--- config.mk ---
export PLATFORM = sky130hd
export DESIGN_NAME = if_prefetch
export DESIGN_NICKNAME = d
export VERILOG_FILES = /design/src/rtl/if_prefetch_pkg.sv /design/src/rtl/if_prefetch_inst_fifo.sv /design/src/rtl/if_prefetch.sv
export SDC_FILE = /design/constraint.sdc
export NUM_CORES = 1
export LEC_CHECK = 0
export BUFFER_PORTS_ARGS = -buffer_cell sky130_fd_sc_hd__buf_2
export CORE_MARGIN = 2
export CORE_UTILIZATION = 45
export DETAILED_ROUTE_END_ITERATION = 10
export GPL_TIMING_DRIVEN = 0
export PLACE_DENSITY = 0.67
export RECOVER_POWER = 100
export SETUP_SLACK_MARGIN = 0.3
export SLEW_MARGIN = 5
export SYNTH_ARGS = -nofsm -noshare
export SYNTH_HDL_FRONTEND = slang
export SYNTH_SLANG_ARGS = --single-unit
--- constraint.sdc ---
create_clock -name clk -period 7.2 [get_ports clk]
set_input_delay 0 -clock clk [delete_from_list [all_inputs] [get_ports clk]]
set_output_delay 0 -clock clk [all_outputs]
set_load 0.05 [all_outputs]
--- src/rtl/if_prefetch_pkg.sv ---
// Shared constants and types for the instruction-fetch prefetch stage.
package if_prefetch_pkg;

   localparam logic [31:0] INST_NOP           = 32'h0000_0013;
   localparam logic [31:0] DEFAULT_RESET_ADDR = 32'h0000_0000;

   typedef enum logic [1:0] {
      StIdle,
      StWait,
      StDiscard
   } fetch_state_e;

   typedef struct packed {
      logic [31:0] pc;
      logic [31:0] inst;
   } fetch_entry_t;

   function automatic logic [31:0] next_pc(input logic [31:0] pc);
      return pc + 32'd4;
   endfunction

endpackage

--- src/rtl/if_prefetch_inst_fifo.sv ---
// Synchronous FIFO with push/pop/flush; head entry is read combinationally from storage.
module if_prefetch_inst_fifo #(
   parameter int unsigned WIDTH = 64,
   parameter int unsigned DEPTH = 2,
   localparam int unsigned AW   = $clog2(DEPTH)
) (
   input  logic             clk,
   input  logic             rst,
   input  logic             push_i,
   input  logic             pop_i,
   input  logic             flush_i,
   input  logic [WIDTH-1:0] wdata_i,
   output logic [WIDTH-1:0] head_o,
   output logic [AW:0]      count_o
);

   logic [WIDTH-1:0] mem_q [DEPTH];
   logic [AW-1:0]    wr_ptr_q, wr_ptr_d;
   logic [AW-1:0]    rd_ptr_q, rd_ptr_d;
   logic [AW:0]      count_q, count_d;
   logic             do_pop;

   assign do_pop = pop_i && (count_q != '0);

   always_comb begin
      wr_ptr_d = wr_ptr_q;
      rd_ptr_d = rd_ptr_q;
      count_d  = count_q;
      if (flush_i) begin
         wr_ptr_d = '0;
         rd_ptr_d = '0;
         count_d  = '0;
      end else begin
         if (push_i) wr_ptr_d = wr_ptr_q + 1'b1;
         if (do_pop) rd_ptr_d = rd_ptr_q + 1'b1;
         if (push_i && !do_pop) begin
            count_d = count_q + 1'b1;
         end else if (!push_i && do_pop) begin
            count_d = count_q - 1'b1;
         end
      end
   end

   always_ff @(posedge clk) begin
      if (!rst) begin
         wr_ptr_q <= '0;
         rd_ptr_q <= '0;
         count_q  <= '0;
      end else begin
         if (push_i && !flush_i) mem_q[wr_ptr_q] <= wdata_i;
         wr_ptr_q <= wr_ptr_d;
         rd_ptr_q <= rd_ptr_d;
         count_q  <= count_d;
      end
   end

   assign head_o  = mem_q[rd_ptr_q];
   assign count_o = count_q;

endmodule

--- src/rtl/if_prefetch.sv ---
// Fetch stage: owns the fetch PC, keeps one memory request in flight and buffers returned words.
module if_prefetch
   import if_prefetch_pkg::*;
#(
   parameter logic [31:0] RESET_ADDR = DEFAULT_RESET_ADDR,
   parameter int unsigned BUF_DEPTH  = 2
) (
   input  logic        clk,
   input  logic        rst,
   input  logic        jump_flag_i,
   input  logic [31:0] jump_addr_i,
   input  logic        hold_flag_i,
   output logic        mem_req_o,
   output logic [31:0] mem_addr_o,
   input  logic        mem_rvalid_i,
   input  logic [31:0] mem_rdata_i,
   output logic        inst_valid_o,
   output logic [31:0] inst_addr_o,
   output logic [31:0] inst_o
);

   localparam int unsigned AW = $clog2(BUF_DEPTH);

   fetch_state_e state_q;
   logic [31:0]  fetch_pc_q;
   logic [31:0]  req_pc_q;
   logic [AW:0]  count;
   logic [AW+1:0] occupancy;
   logic         credit;
   logic         push;
   logic         pop;
   logic [63:0]  head_raw;
   fetch_entry_t head;

   // Outstanding request reserves a slot; a same-cycle pop is deliberately not credited.
   assign occupancy = {1'b0, count} + {{(AW + 1){1'b0}}, state_q == StWait};
   assign credit    = occupancy < (AW + 2)'(BUF_DEPTH);

   assign push = (state_q == StWait) && mem_rvalid_i && !jump_flag_i;
   assign pop  = inst_valid_o && !hold_flag_i;

   always_comb begin
      mem_req_o  = 1'b0;
      mem_addr_o = fetch_pc_q;
      case (state_q)
         StIdle: begin
            if (!jump_flag_i && credit) mem_req_o = 1'b1;
         end
         StWait: begin
            if (mem_rvalid_i && !jump_flag_i && credit) begin
               mem_req_o  = 1'b1;
               mem_addr_o = next_pc(req_pc_q);
            end
         end
         default: ;
      endcase
      mem_req_o = mem_req_o & rst;
   end

   always_ff @(posedge clk) begin
      if (!rst) begin
         state_q    <= StIdle;
         fetch_pc_q <= RESET_ADDR;
         req_pc_q   <= RESET_ADDR;
      end else begin
         case (state_q)
            StIdle: begin
               if (jump_flag_i) begin
                  fetch_pc_q <= jump_addr_i;
               end else if (credit) begin
                  req_pc_q <= fetch_pc_q;
                  state_q  <= StWait;
               end
            end
            StWait: begin
               if (jump_flag_i) begin
                  fetch_pc_q <= jump_addr_i;
                  state_q    <= mem_rvalid_i ? StIdle : StDiscard;
               end else if (mem_rvalid_i) begin
                  fetch_pc_q <= next_pc(req_pc_q);
                  if (credit) req_pc_q <= next_pc(req_pc_q);
                  else        state_q  <= StIdle;
               end
            end
            StDiscard: begin
               if (jump_flag_i)  fetch_pc_q <= jump_addr_i;
               if (mem_rvalid_i) state_q    <= StIdle;
            end
            default: state_q <= StIdle;
         endcase
      end
   end

   if_prefetch_inst_fifo #(
      .WIDTH (64),
      .DEPTH (BUF_DEPTH)
   ) u_inst_fifo (
      .clk     (clk),
      .rst     (rst),
      .push_i  (push),
      .pop_i   (pop),
      .flush_i (jump_flag_i),
      .wdata_i ({req_pc_q, mem_rdata_i}),
      .head_o  (head_raw),
      .count_o (count)
   );

   assign head         = fetch_entry_t'(head_raw);
   assign inst_valid_o = (count != '0);
   assign inst_addr_o  = inst_valid_o ? head.pc : 32'h0;
   assign inst_o       = inst_valid_o ? head.inst : INST_NOP;

endmodule
==> results.md <==
- Status: finished, final reports clean
- Diode count: 0
- Area of the mapped netlist: 9125 µm²
- Site Rows: 52
- CTS H-tree depth: 4
- Pre-Repair DR Iteration Count: 6
- CP cell instances: clkbuf_1 -> nand2b_1 -> nor3_1 -> nand2_1 -> nor2_1 -> buf_12 -> buf_16
- RSZ-0062 raised after global routing: no
- CTS Buffer Depth: 2
- Clock transition at path regs: 70 ps
- Setup fix buffers added after clock tree synthesis: 0
- Largest net degree at the start of global routing: 64
- Top-count cell post-synth: edfxtp_1
- Setup Skew: 19.41 ps
- CP Max Fanout: 27
- VDD IR max: 172.7 µV
- Worst setup EP type: flip-flop
- Vias/cell: 5.506
- Vias in the first global route: 7,195
- Max Fclk: 225.8 MHz
- Die outline area: 21,430 µm²
- Crit path DAT: 4560 ps
- Initial antenna violation count: 0
- Final Max Slew Viols: 0
- Drt drc: 0
- Tmin final: 4429 ps
- Routability cong.: 0.9820
- Die H: 146.4 µm
- FF-to-FF Start: state_q[1]
- Distinct cell type count after synthesis: 62
- Root Driver: clkbuf_16
- Pre-CTS setup slack: 4137 ps
- CP Launch Type: flip-flop
- Setup ws final: 2771 ps
- GRT overflow: 0
- Iter 0 DRT Violations: 645
- Register area share after synthesis: 57.70%
- CP Class: reg -> reg
- Max cap viols: 0
- Total track usage: 23.61%
- Main synth FF type: edfxtp_1
- Synthesized net count: 933
- Core area: 20,040 µm²
- DIE WIDTH: 146.4 µm
- Tcrit/Tclk final: 61.51%
- Post-CTS Hold Buffers: 64
- Clock latency on the worst-skew pair: 440 ps
- Async S/R FF share, synth: 0%
- Ys Warns: 0
- Total number of vias: 7,687
- Port bufs: 164
- Post-CTS sizing: 0
- Synth top area cells: edfxtp_1 42%, dfxtp_1 16%, mux2i_1 7.3%, nor2_1 4.7%, nand2_1 4.4%
- Pleak: 3.815 nW
- Post-synth EDFFs: 128
- Pwr/cell area: 218.2 nW/µm²
- WP data required: 7330 ps
- WL final: 25.63 mm
- Synthesized area per cell: 10.59 µm²
- Post-layout nets: 1,184
- Avg WL per Cell: 18.36 µm
- Num CTS Buffers: 17
- # IOs: 167
- Synth Instances: 862
- First-pass GRT wire length: 39.20 mm
- Detailed Place HPWL: 17.88 mm
- Initial Util: 45.54%
- Max incr delay on CP: 1190 ps
- Number of synthesized register bits: 199
- DRT antenna net count: 0
- Worst setup startpoint: state_q[1]
- Final setup vio count: 0
- Area leader, netlist: edfxtp_1
- Hold Crit Start: jump_addr_i[5]
- Fin. Hold Viols: 0
- Layout cells sized above 1: 9.236%
- Crit path max-delay cell type: nor2_1
- Synth cell count leaders: 128 x edfxtp_1, 115 x nor2_1, 107 x nand2_1
- Fillers: 1,769
- Share of the synthesized area in the top cell type: 42.12%
- TritonCTS Sinks: 199
- CTS tree: built
- Least-Margin Pin Slew: 1385 ps
- Final TNS setup: 0 ps
- Worst rel slew slack: 6.979%
- Hold crit path type: in -> reg
- R2r setup slk: 2770 ps
- Layout area overhead: 24.65%
-- per-layer routing --
layer / global-route usage [%] / wire, µm / part of all wire, % / up-vias
met5: 0 / 0 / 0 / -
met4: 8.641 / 580 / 2.3 / 0
met3: 5.031 / 2206 / 8.6 / 47
met2: 36.82 / 11530 / 45 / 404
met1: 32.73 / 11320 / 44 / 3574
li1: - / - / - / 3662
-- critical path, delay by kind of cell, from the launching register on --
kind,cells,cell delay [ps]
buffers and inverters,3,680
flip-flops,1,300
AND/OR/NAND/NOR,4,3130
-- flip-flops by register name, indices dropped and copies added (netlist names), named ones only --
register	cells
fetch_pc_q	32
u_inst_fifo.wr_ptr_q	1
u_inst_fifo.mem_q	128
u_inst_fifo.count_o	2
u_inst_fifo.rd_ptr_q	1
req_pc_q	32
state_q	2
-- cell type report --
| cell class | count | area [µm²] | area share, % |
|---|---|---|---|
| Multi-Input combinational cell | 597 | 3548 | 31.20 |
| Sequential cell | 199 | 5265 | 46.29 |
| Inverter | 7 | 26.28 | 0.2310 |
| Clock buffer | 18 | 429.2 | 3.773 |
| Clock inverter | 14 | 118.9 | 1.045 |
| Tap cell | 270 | 337.8 | 2.970 |
| Buffer | 59 | 242.7 | 2.134 |
| Timing Repair Buffer | 232 | 1406 | 12.36 |
-- through the flow --
stage / cells / hold WS, ps / power [W] / util, % / cell area [µm²]
4_1_cts: 1396 / 2.783 / 0.002505 / 57.75 / 11570
5_1_grt: 1396 / 34.35 / 0.002564 / 56.76 / 11370
6_report: 1396 / 10.33 / 0.002482 / 56.76 / 11370
3_5_place_dp: 1300 / 191.2 / 0.001594 / 51.82 / 10390
3_3_place_gp: 1296 / 187.5 / 0.001589 / 51.32 / 10280
2_1_floorplan: 862 / 79.31 / 0.001492 / - / 9125
-- power breakdown --
part | switching (W) | internal [W]
combinational | 0.000221 | 0.000100
clock | 0.000436 | 0.000452
sequential | 0.0000330 | 0.00124
total | 0.000690 | 0.00179
-- layout by cell type, fill, tap and decap left out, drive strengths merged, types with 10 or more instances in the layout --
cell / count
dlygate4sd3: 64
edfxtp: 128
nand2: 107
and3: 15
o22ai: 14
clkbuf: 185
buf: 59
xor2: 18
a21oi: 36
xnor2: 11
nor3: 23
inv: 13
o21ai: 51
nor2: 115
nand3: 26
o31a: 10
dfxtp: 71
mux2i: 67
-- final timing paths --
kind / endpoint / depth (start not counted)
max reg2reg: u_inst_fifo.mem_q[0][5] / 7
min: fetch_pc_q[5] / 5
min reg2reg: u_inst_fifo.mem_q[1][39] / 0
max: u_inst_fifo.mem_q[0][5] / 7
-- kinds of logic after synthesis --
group / synth area share [%]
xor gates and xnor gates: 2.783
muxes: 7.349
AOI/OAI and AO/OA: 12.33
and+or+nand+nor: 16.28
adders and majority gates: 0.2742
DFF: 57.70
buffers and inverters: 3.291
Power figures use the tool's default switching activity.
